<file path="src/rtl/psubsb_if.sv">
// Request/response bundle for the packed saturating nibble subtract unit.
interface psubsb_if #(parameter int LANES = 4);
    logic                 start;
    logic [4*LANES-1:0]   a;
    logic [4*LANES-1:0]   b;
    logic                 sat_clr;
    logic                 busy;
    logic                 done;
    logic [4*LANES-1:0]   res;
    logic [LANES-1:0]     sat;

    modport master (output start, a, b, sat_clr, input busy, done, res, sat);
    modport slave  (input start, a, b, sat_clr, output busy, done, res, sat);
endinterface

</file>
<file path="src/rtl/psubsb_seq.sv">
// Multi-cycle packed signed-saturating subtract, one 4-bit lane per cycle.
// Define PSUBSB_STICKY_EN to make sat flags accumulate until sat_clr.
module psubsb_seq #(
    parameter int LANES = 4
) (
    input  logic      clk,
    input  logic      rst,
    psubsb_if.slave   bus
);
    localparam int W  = 4 * LANES;
    localparam int CW = (LANES > 1) ? $clog2(LANES) : 1;

    typedef enum logic [1:0] {S_IDLE, S_BUSY, S_DONE} state_t;

    state_t           state_q;
    logic [CW-1:0]    lane_q;
    logic [W-1:0]     a_q, b_q;
    logic [W-1:0]     acc_res_q;
    logic [LANES-1:0] acc_sat_q;
    logic [W-1:0]     res_q;
    logic [LANES-1:0] sat_q;
    logic             busy_q, done_q;

    logic [3:0]       la, lb, ld, lr;
    logic             lovf;
    logic [W-1:0]     res_nx;
    logic [LANES-1:0] sat_nx;
    logic [LANES-1:0] sat_d;
    logic             last;

    // Shared lane subtractor; the lane result is merged into the accumulators.
    always_comb begin
        la     = a_q[lane_q*4 +: 4];
        lb     = b_q[lane_q*4 +: 4];
        ld     = la + ~lb + 4'd1;
        lovf   = (la[3] != lb[3]) && (ld[3] != la[3]);
        lr     = lovf ? (la[3] ? 4'h8 : 4'h7) : ld;
        res_nx = acc_res_q;
        res_nx[lane_q*4 +: 4] = lr;
        sat_nx = acc_sat_q;
        sat_nx[lane_q] = lovf;
    end

    assign last = (state_q == S_BUSY) && (lane_q == CW'(LANES - 1));

`ifdef PSUBSB_STICKY_EN
    // Clear takes effect before the OR when both land on the same edge.
    always_comb begin
        sat_d = sat_q;
        if (last)
            sat_d = (bus.sat_clr ? '0 : sat_q) | sat_nx;
        else if (bus.sat_clr)
            sat_d = '0;
    end
`else
    logic unused_sat_clr;
    assign unused_sat_clr = bus.sat_clr;

    always_comb begin
        sat_d = sat_q;
        if (last)
            sat_d = sat_nx;
    end
`endif

    always_ff @(posedge clk) begin
        if (rst) begin
            state_q   <= S_IDLE;
            lane_q    <= '0;
            a_q       <= '0;
            b_q       <= '0;
            acc_res_q <= '0;
            acc_sat_q <= '0;
            res_q     <= '0;
            sat_q     <= '0;
            busy_q    <= 1'b0;
            done_q    <= 1'b0;
        end else begin
            done_q <= 1'b0;
            sat_q  <= sat_d;
            case (state_q)
                S_IDLE, S_DONE: begin
                    if (bus.start) begin
                        a_q     <= bus.a;
                        b_q     <= bus.b;
                        lane_q  <= '0;
                        busy_q  <= 1'b1;
                        state_q <= S_BUSY;
                    end else begin
                        state_q <= S_IDLE;
                    end
                end
                S_BUSY: begin
                    acc_res_q <= res_nx;
                    acc_sat_q <= sat_nx;
                    if (last) begin
                        res_q   <= res_nx;
                        busy_q  <= 1'b0;
                        done_q  <= 1'b1;
                        state_q <= S_DONE;
                    end else begin
                        lane_q  <= lane_q + 1'b1;
                    end
                end
                default: state_q <= S_IDLE;
            endcase
        end
    end

    assign bus.busy = busy_q;
    assign bus.done = done_q;
    assign bus.res  = res_q;
    assign bus.sat  = sat_q;
endmodule

</file>
<file path="src/flat_wrapper.sv">
// flat-port wrapper written by rule: the top's interface ports become plain ports
module psubsb_seq_flat 
#(
    parameter int LANES = 4
)
  (clk, rst, bus_start, bus_a, bus_b, bus_sat_clr, bus_busy, bus_done, bus_res, bus_sat);
  psubsb_if #(.LANES(LANES)) bus_i ();
  input  logic clk;
  input  logic rst;
  input wire logic [$bits(bus_i.start)-1:0] bus_start;
  input wire logic [$bits(bus_i.a)-1:0] bus_a;
  input wire logic [$bits(bus_i.b)-1:0] bus_b;
  input wire logic [$bits(bus_i.sat_clr)-1:0] bus_sat_clr;
  output wire logic [$bits(bus_i.busy)-1:0] bus_busy;
  output wire logic [$bits(bus_i.done)-1:0] bus_done;
  output wire logic [$bits(bus_i.res)-1:0] bus_res;
  output wire logic [$bits(bus_i.sat)-1:0] bus_sat;
  assign bus_i.start = bus_start;
  assign bus_i.a = bus_a;
  assign bus_i.b = bus_b;
  assign bus_i.sat_clr = bus_sat_clr;
  assign bus_busy = bus_i.busy;
  assign bus_done = bus_i.done;
  assign bus_res = bus_i.res;
  assign bus_sat = bus_i.sat;
  psubsb_seq #(.LANES(LANES)) u_core (.clk(clk), .rst(rst), .bus(bus_i));
endmodule
</file>
<file path="config.mk">
export PLATFORM = sky130hd
export DESIGN_NAME = psubsb_seq_flat
export DESIGN_NICKNAME = d
export VERILOG_FILES = /design/src/rtl/psubsb_if.sv /design/src/rtl/psubsb_seq.sv /design/src/flat_wrapper.sv
export SDC_FILE = /design/constraint.sdc
export NUM_CORES = 1
export LEC_CHECK = 0
export ABC_AREA = 1
export BUFFER_PORTS_ARGS = -buffer_cell sky130_fd_sc_hd__buf_2
export CORE_MARGIN = 2
export CORE_UTILIZATION = 31
export CTS_CLUSTER_DIAMETER = 120
export DETAILED_ROUTE_END_ITERATION = 8
export GPL_TIMING_DRIVEN = 0
export PLACE_DENSITY_LB_ADDON = 0.2
export RECOVER_POWER = 25
export SLEW_MARGIN = 20
export SYNTH_ARGS = -nofsm -noshare
export SYNTH_HDL_FRONTEND = slang
export SYNTH_SLANG_ARGS = --single-unit
</file>
<file path="constraint.sdc">
create_clock -name clk -period 4.5 [get_ports clk]
set_clock_uncertainty 0.05 [all_clocks]
set_input_delay 0.225 -clock clk [delete_from_list [all_inputs] [get_ports clk]]
set_output_delay 0.225 -clock clk [all_outputs]
set_load 0.01 [all_outputs]
</file>
==> Word level (Yosys, flattened, before mapping) <==
Cells that the tools add are included.
{ "totals": {"inputBits": 36, "wordCells": 57, "out_inout_bits": 22, "ff_bits": 78} }
{ "op_classes": {"n_reduce_logical": 11, "shifts": 4, "n_lt_le_gt_ge": 2, "addsub": 4, "n_eq_ne": 8, "muxes": 16, "n_bitwise": 2} }
{ "ops": {"columns": ["op", "count"], "rows": [
  ["negator 4 -> 34 bit", 1],
  ["variable shift 4 x 34 -> 16 bit, first input constant", 1],
  ["indexed part select 4 x 34 -> 16 bit", 1],
  ["indexed part select 16 x 5 -> 4 bit", 2],
  ["bitwise mux 16 bit", 1],
  ["2-to-1 mux 4 bit", 2],
  ["case mux 2 bit (2 select lines)", 2],
  ["2-to-1 mux 2 bit", 3],
  ["AND reduction 3 bit", 2],
  ["2-to-1 mux 1 bit", 5],
  ["adder 4 x 1 -> 4 bit, second input constant", 1],
  ["adder 4 bit", 1],
  ["bitwise mux 4 bit", 1],
  ["== test 2 bit, second input constant", 2],
  ["!= test 2 bit, second input constant", 2],
  ["NOT 4 bit", 1],
  ["AND reduction 2 bit", 2],
  ["OR reduction 2 bit", 2],
  ["logical AND 1 bit", 3],
  ["less-than comparator 2 x 3 -> 1 bit, second input constant", 1],
  ["adder 2 x 1 -> 2 bit, second input constant", 1],
  ["demux 1 bit (select 2 bit)", 1],
  ["== test 2 x 1 -> 1 bit, second input constant", 1],
  [">= comparator 2 x 1 -> 1 bit, second input constant", 1],
  ["6 further kinds", 7]
]} }

==> Longest topological paths before layout <==
{ "logic_depth": {"ltp_word": 9, "ltp_mapped": 17, "depth_no_buf": 15} }

==> Least setup slack after synthesis <==
OpenSTA, ideal clock, no wires.
{ "synth_timing": {"kind": "register to register", "startpoint": "register u_core.lane_q[0]", "endpoint": "register u_core.acc_res_q[4]", "period_less_slack_ns": 3.143, "n_path_buf": 2, "path_slack_ns": 1.357, "stages_incl_launch_ff": 18, "setup_ns": 0.056, "arrival_time_ns": 3.037, "t_required_ns": 4.394, "path_cell_list": "dfxtp_1 inv_2 buf_2 buf_1 nand2_1 a32o_1 ha_1 nand2_1 nor2_1 a211oi_1 fa_1 inv_1 nand3_4 a21oi_2 nand4_1 nand3_1 nand2_1 inv_1"} }
{ "synth_via": {"elab_chain_len": 9, "elab_cells_between_ends": 14, "cone_classes": "add/sub (3); eq/ne (2); shift (4); mux (3); bitwise (1); reduce/logical (1)"} }
{ "synth_rtl": {"columns": ["item", "line_no", "text"], "rows": [
  ["start, declared", "psubsb_seq.sv:16", "logic [CW-1:0] lane_q;"],
  ["start signal, assigned", "psubsb_seq.sv:102", "lane_q <= lane_q + 1'b1;"],
  ["indexed part select 16 x 5 -> 4 bit", "psubsb_seq.sv:34", "lb = b_q[lane_q*4 +: 4];"],
  ["NOT 4 bit", "psubsb_seq.sv:35", "ld = la + ~lb + 4'd1;"],
  ["adder 4 bit", "psubsb_seq.sv:35", null],
  ["adder 4 x 1 -> 4 bit", "psubsb_seq.sv:35", null],
  ["!= test 1 bit", "psubsb_seq.sv:36", "lovf = (la[3] != lb[3]) && (ld[3] != la[3]);"],
  ["logical AND 1 bit", "psubsb_seq.sv:36", null],
  ["2-to-1 mux 4 bit", "psubsb_seq.sv:37", "lr = lovf ? (la[3] ? 4'h8 : 4'h7) : ld;"],
  ["indexed part select 4 x 34 -> 16 bit", "psubsb_seq.sv:39", "res_nx[lane_q*4 +: 4] = lr;"],
  ["bitwise mux 16 bit *", "psubsb_seq.sv:39", null],
  ["end signal, assigned", "psubsb_seq.sv:94", "acc_res_q <= res_nx;"],
  ["end, declared", "psubsb_seq.sv:18", "logic [W-1:0] acc_res_q;"]
]} }
Every way passes the cells marked *; elsewhere a longest branch is shown, timed or not.
A chain may end at the register's enable or synchronous reset.

==> Final worst setup path <==
{ "layout_timing": {"startpoint": "register u_core.lane_q[0]", "endpoint": "register u_core.res_q[10] (netlist: u_core.bus.res[10])"} }
{ "layout_via": {"elab_chain_len": 9, "elab_cells_between_ends": 17, "cone_classes": "add/sub (3); eq/ne (3); shift (4); mux (3); bitwise (1); reduce/logical (3)"} }
{ "layout_rtl": {"columns": ["item", "line_no", "text"], "rows": [
  ["indexed part select 16 x 5 -> 4 bit", "psubsb_seq.sv:34", null],
  ["NOT 4 bit", "psubsb_seq.sv:35", null],
  ["adder 4 bit", "psubsb_seq.sv:35", null],
  ["adder 4 x 1 -> 4 bit", "psubsb_seq.sv:35", null],
  ["!= test 1 bit", "psubsb_seq.sv:36", null],
  ["logical AND 1 bit", "psubsb_seq.sv:36", null],
  ["2-to-1 mux 4 bit", "psubsb_seq.sv:37", null],
  ["indexed part select 4 x 34 -> 16 bit", "psubsb_seq.sv:39", null],
  ["bitwise mux 16 bit", "psubsb_seq.sv:39", null],
  ["end signal, assigned", "psubsb_seq.sv:97", "res_q <= res_nx;"],
  ["end, declared", "psubsb_seq.sv:20", "logic [W-1:0] res_q;"]
]} }
Parallel ways exist; a longest one is shown, timed or not.

==> metrics.log <==
[metrics] buffers added on ports: 56
[metrics] first-iteration detailed-routing DRC count: 132
[metrics] peak fanout along the critical path: 12
[metrics] Comb pwr share: 24.3%
[metrics] Synth area leader: sky130_fd_sc_hd__dfxtp_1
[metrics] post-route DRC violation count: 0
[metrics] clock tree from TritonCTS: yes
[metrics] count of antenna-violating nets left after detailed routing: 0
[metrics] Setup Buffers After CTS: 0
[metrics] largest net degree at the start of global routing: 13
[metrics] maximum achievable frequency: 257 MHz
[metrics] switching share of power: 32.2%
[metrics] worst hold slack across all endpoints: 73.0 ps
[metrics] Worst Reg2Reg Path Length in Cells: 17
[metrics] Crit path depth: 17
[metrics] share of flip-flops with an asynchronous set or reset: 0%
[metrics] multiplexer share of the synthesized area: 0%
[metrics] Leak Pwr: 1.84 nW
[metrics] sum of routed wire length over all layers: 8810 um
[metrics] sequential share of power: 46.6%
[metrics] average detailed-routed wire length per instance: 12.7 um
[metrics] signal arrival time at the worst endpoint: 4140 ps
[metrics] post-placement cell count: 678
[metrics] placer congestion estimate: 0.842
[metrics] Post-Synthesis Net Count: 528
[metrics] CP Data Required Time: 4750 ps
[metrics] Worst Setup Slack, final: 614 ps
[metrics] Reg2Reg Launch Point: u_core.lane_q[0]
[metrics] Maximum Capacitance Violations: 0
[metrics] DP Worst Slack: 582 ps
[metrics] residual overflow from global routing: 0
[metrics] Least-Margin Pin Slew: 563 ps
[metrics] Placeable Area: 10800 um2
[metrics] antenna violations before repair: 0
[metrics] Net Sw Power: 0.489 mW
[metrics] non-filler instance count after layout: 693
[metrics] number of resized instances in the post-cts repair step: 0
[metrics] diodes inserted: 0
[metrics] clock sink count: 73
[metrics] Max clock buf depth: 2
[metrics] post-detailed-placement cell area: 3900 um2
[metrics] worst path buffer plus inverter count: 5
[metrics] setup repair after global routing missed its margin: false
[metrics] main combinational cell family by area after synthesis: simple AND/OR/NAND/NOR gates
[metrics] number of enable flip-flop cells after synthesis: 0
[metrics] Die Wd: 109 um
[metrics] critical path's slowest cell: sky130_fd_sc_hd__fa_1
[metrics] number of nets in the layout: 595
[metrics] Clock Latency Late Sink: 350 ps
[metrics] worst setup slack for register-to-register paths: 610 ps
[metrics] cell area after technology mapping: 3440 um2
[metrics] Syn-to-layout area delta: 17.0%
[metrics] share of the synthesized area in compound gates (AO/OA/AOI/OAI): 18.6%
[metrics] sequential element share of the synthesized area: 42.5%
[metrics] first-pass GRT wire length: 14700 um
[metrics] share of the cycle needed by the critical path after routing: 86.4%
[metrics] Fin. Hold Viols: 0
[metrics] worst r2r dst: u_core.bus.res[10]
[metrics] clock period minus worst slack: 3890 ps
[metrics] family with the most delay on the worst path: buffers and inverters
[metrics] Clock Tree Root: sky130_fd_sc_hd__clkbuf_8
[metrics] Reg clk slew, reported paths: 70 ps
[metrics] length of the first detailed-routing pass in iterations: 4
[metrics] placed wire-length estimate after detailed placement: 6620 um
[metrics] count of boundary I/O pins: 58
[metrics] overall via count from detail_route: 3158
[metrics] ordered list of cells on the worst path: inv_2 > buf_2 > buf_1 > o21ai_0 > o22ai_1 > ha_1 > nand2_1 > nor2_1 > a211oi_1 > fa_1 > inv_1 > nand3_4 > a21oi_2 > nand3_1 > nand3_1 > nand2_1 > inv_1
[metrics] critical path endpoint: u_core.bus.res[10]
[metrics] post-synthesis simple-gate area fraction: 25.0%
[metrics] arithmetic-cell share of the synthesized area counting full adders, half adders and majority gates: 4.07%
[metrics] final number of max-transition violations: 0
[metrics] Die Footprint: 12000 um2
[metrics] Worst path max stage delay: 560 ps
[metrics] total power per unit cell area: 378 nW/um2
[metrics] fraction of power consumed by the clock network: 29.1%
[metrics] library cells used by synthesis: 31
[metrics] most instantiated flip-flop cell in the synthesis netlist: sky130_fd_sc_hd__dfxtp_1
[metrics] startpoint kind of the worst setup timing path: flop
[metrics] result of the run: finished clean
[metrics] worst ir drop on vdd: 0.000136 V
[metrics] power after layout: 1.52 mW
[metrics] top-area cell type share of the netlist area: 42.5%
[metrics] cts hold-fix bufs: 0
[metrics] std cell rows: 38
[metrics] share of post-route cells with drive strength above 1: 12.5%
[metrics] ratio of routed vias to standard cells: 4.56
[metrics] vias in the first global route: 3045
[metrics] Slew HR: 62.5%
[metrics] parity-gate share of the synthesized area counting xor and xnor cells: 0.255%
[metrics] CTS buffer count: 9
[metrics] cells taking the most area after synthesis: sky130_fd_sc_hd__dfxtp_1, sky130_fd_sc_hd__nor2_1, sky130_fd_sc_hd__o21ai_0
[metrics] setup-violating endpoint count in the final report: 0
[metrics] Yosys warning count: 0
[metrics] synthesized netlist cell count: 482
[metrics] mean instance size in the synthesized netlist: 7.14 um2
[metrics] die outline height: 109 um
[metrics] count of H-tree levels built during CTS: 3
[metrics] critical path launch point: u_core.lane_q[0]
[metrics] setup tns final: 0 ps
[metrics] GRT Resource Usage Total: 16.1%
[metrics] most common library cells after synthesis: sky130_fd_sc_hd__nor2_1, sky130_fd_sc_hd__dfxtp_1, sky130_fd_sc_hd__nand2_1, sky130_fd_sc_hd__inv_1, sky130_fd_sc_hd__o21ai_0
[metrics] leading cell type by number of instances after synthesis: sky130_fd_sc_hd__nor2_1
[metrics] #FFs+latches synth: 73
[metrics] post-layout util: 37.1%
[metrics] type of element capturing the critical path: flop
[metrics] effective utilization at floorplan: 31.7%
[metrics] fin area: 4030 um2
[metrics] internal power summed over all cells: 1.03 mW
[metrics] HP Class: input port to flop
[metrics] category of the critical setup timing path: flop to flop
==> area by class of cell <==
cell class | count | area (um2)
fillers | 1217 | 6820
multi-input cells | 325 | 1650
flip-flops and latches | 73 | 1460
repair buffers | 56 | 253
inverters | 57 | 214
well taps | 140 | 175
clock buffers | 15 | 156
plain buffers | 27 | 118
==> cells by family after synthesis <==
group,Yosys count
simple gates,204
xor+xnor,1
buf+inv,84
flops,73
fa+ha+maj,10
compound gates,110
==> power groups by stage <==
stage / combinational, mW / sequential (mW) / clock (mW)
after global routing: 0.421 / 0.713 / 0.483
after global placement: 0.364 / 0.722 / 0
after floorplan: 0.276 / 0.717 / 0
after detailed placement: 0.372 / 0.723 / 0
after CTS: 0.373 / 0.708 / 0.455
final: 0.370 / 0.708 / 0.442
==> cells in the final DEF (no fill, tap or decap), drive strengths merged <==
| master | synthesis | layout |
|---|---|---|
| xnor2 | 1 | 1 |
| ha | 8 | 8 |
| a211oi | 1 | 1 |
| nand3 | 30 | 30 |
| nand4 | 4 | 4 |
| fa | 2 | 2 |
| o22ai | 3 | 3 |
| nor2 | 100 | 100 |
| a32o | 3 | 3 |
| dfxtp | 73 | 73 |
| a21oi | 21 | 21 |
| buf | 10 | 44 |
| inv | 57 | 57 |
| o21a | 7 | 7 |
| o211ai | 1 | 1 |
| nor3 | 1 | 1 |
| nand2 | 69 | 69 |
| o21ai | 66 | 66 |
| clkbuf | 17 | 54 |
| o21bai | 8 | 8 |
==> worst reg2reg max path: stages, from the launching register on <==
cell                       delay [ps]
sky130_fd_sc_hd__dfxtp_1          390
sky130_fd_sc_hd__inv_2            130
sky130_fd_sc_hd__buf_2            240
sky130_fd_sc_hd__buf_1            480
sky130_fd_sc_hd__o21ai_0          150
sky130_fd_sc_hd__o22ai_1          320
sky130_fd_sc_hd__ha_1             310
sky130_fd_sc_hd__nand2_1           70
sky130_fd_sc_hd__nor2_1            40
sky130_fd_sc_hd__a211oi_1         270
sky130_fd_sc_hd__fa_1             560
sky130_fd_sc_hd__inv_1            130
sky130_fd_sc_hd__nand3_4          120
sky130_fd_sc_hd__a21oi_2          230
sky130_fd_sc_hd__nand3_1          150
sky130_fd_sc_hd__nand3_1          120
sky130_fd_sc_hd__nand2_1           60
sky130_fd_sc_hd__inv_1             40
==> registers in the layout, summed over array words and instances (netlist names) <==
name,count
u_core.lane_q,2
u_core.bus.sat,4
u_core.bus.busy,1
u_core.state_q,2
u_core.acc_res_q,12
u_core.acc_sat_q,3
u_core.bus.done,1
u_core.b_q,16
u_core.bus.res,16
u_core.a_q,16
==> routing by layer <==
metal,GRT usage (%),wire length [um]
met2,23.9,3830
met3,3.56,280
met4,6.42,150
met1,22.5,4550
met5,0,0
==> worst min-delay path by stage <==
stage | startpoint | end | slack, ps | cells past startpoint
final | bus_a[9] | u_core.a_q[9] | 70 | 3
after floorplan | bus_a[0] | u_core.a_q[0] | 340 | 2
after global routing | bus_a[13] | u_core.a_q[13] | 80 | 3
after detailed placement | u_core.bus.sat[3] | u_core.bus.sat[3] | 390 | 2
after global placement | u_core.bus.sat[3] | u_core.bus.sat[3] | 380 | 2
after CTS | bus_b[0] | u_core.b_q[0] | 60 | 3
Power figures use the tool's default switching activity.
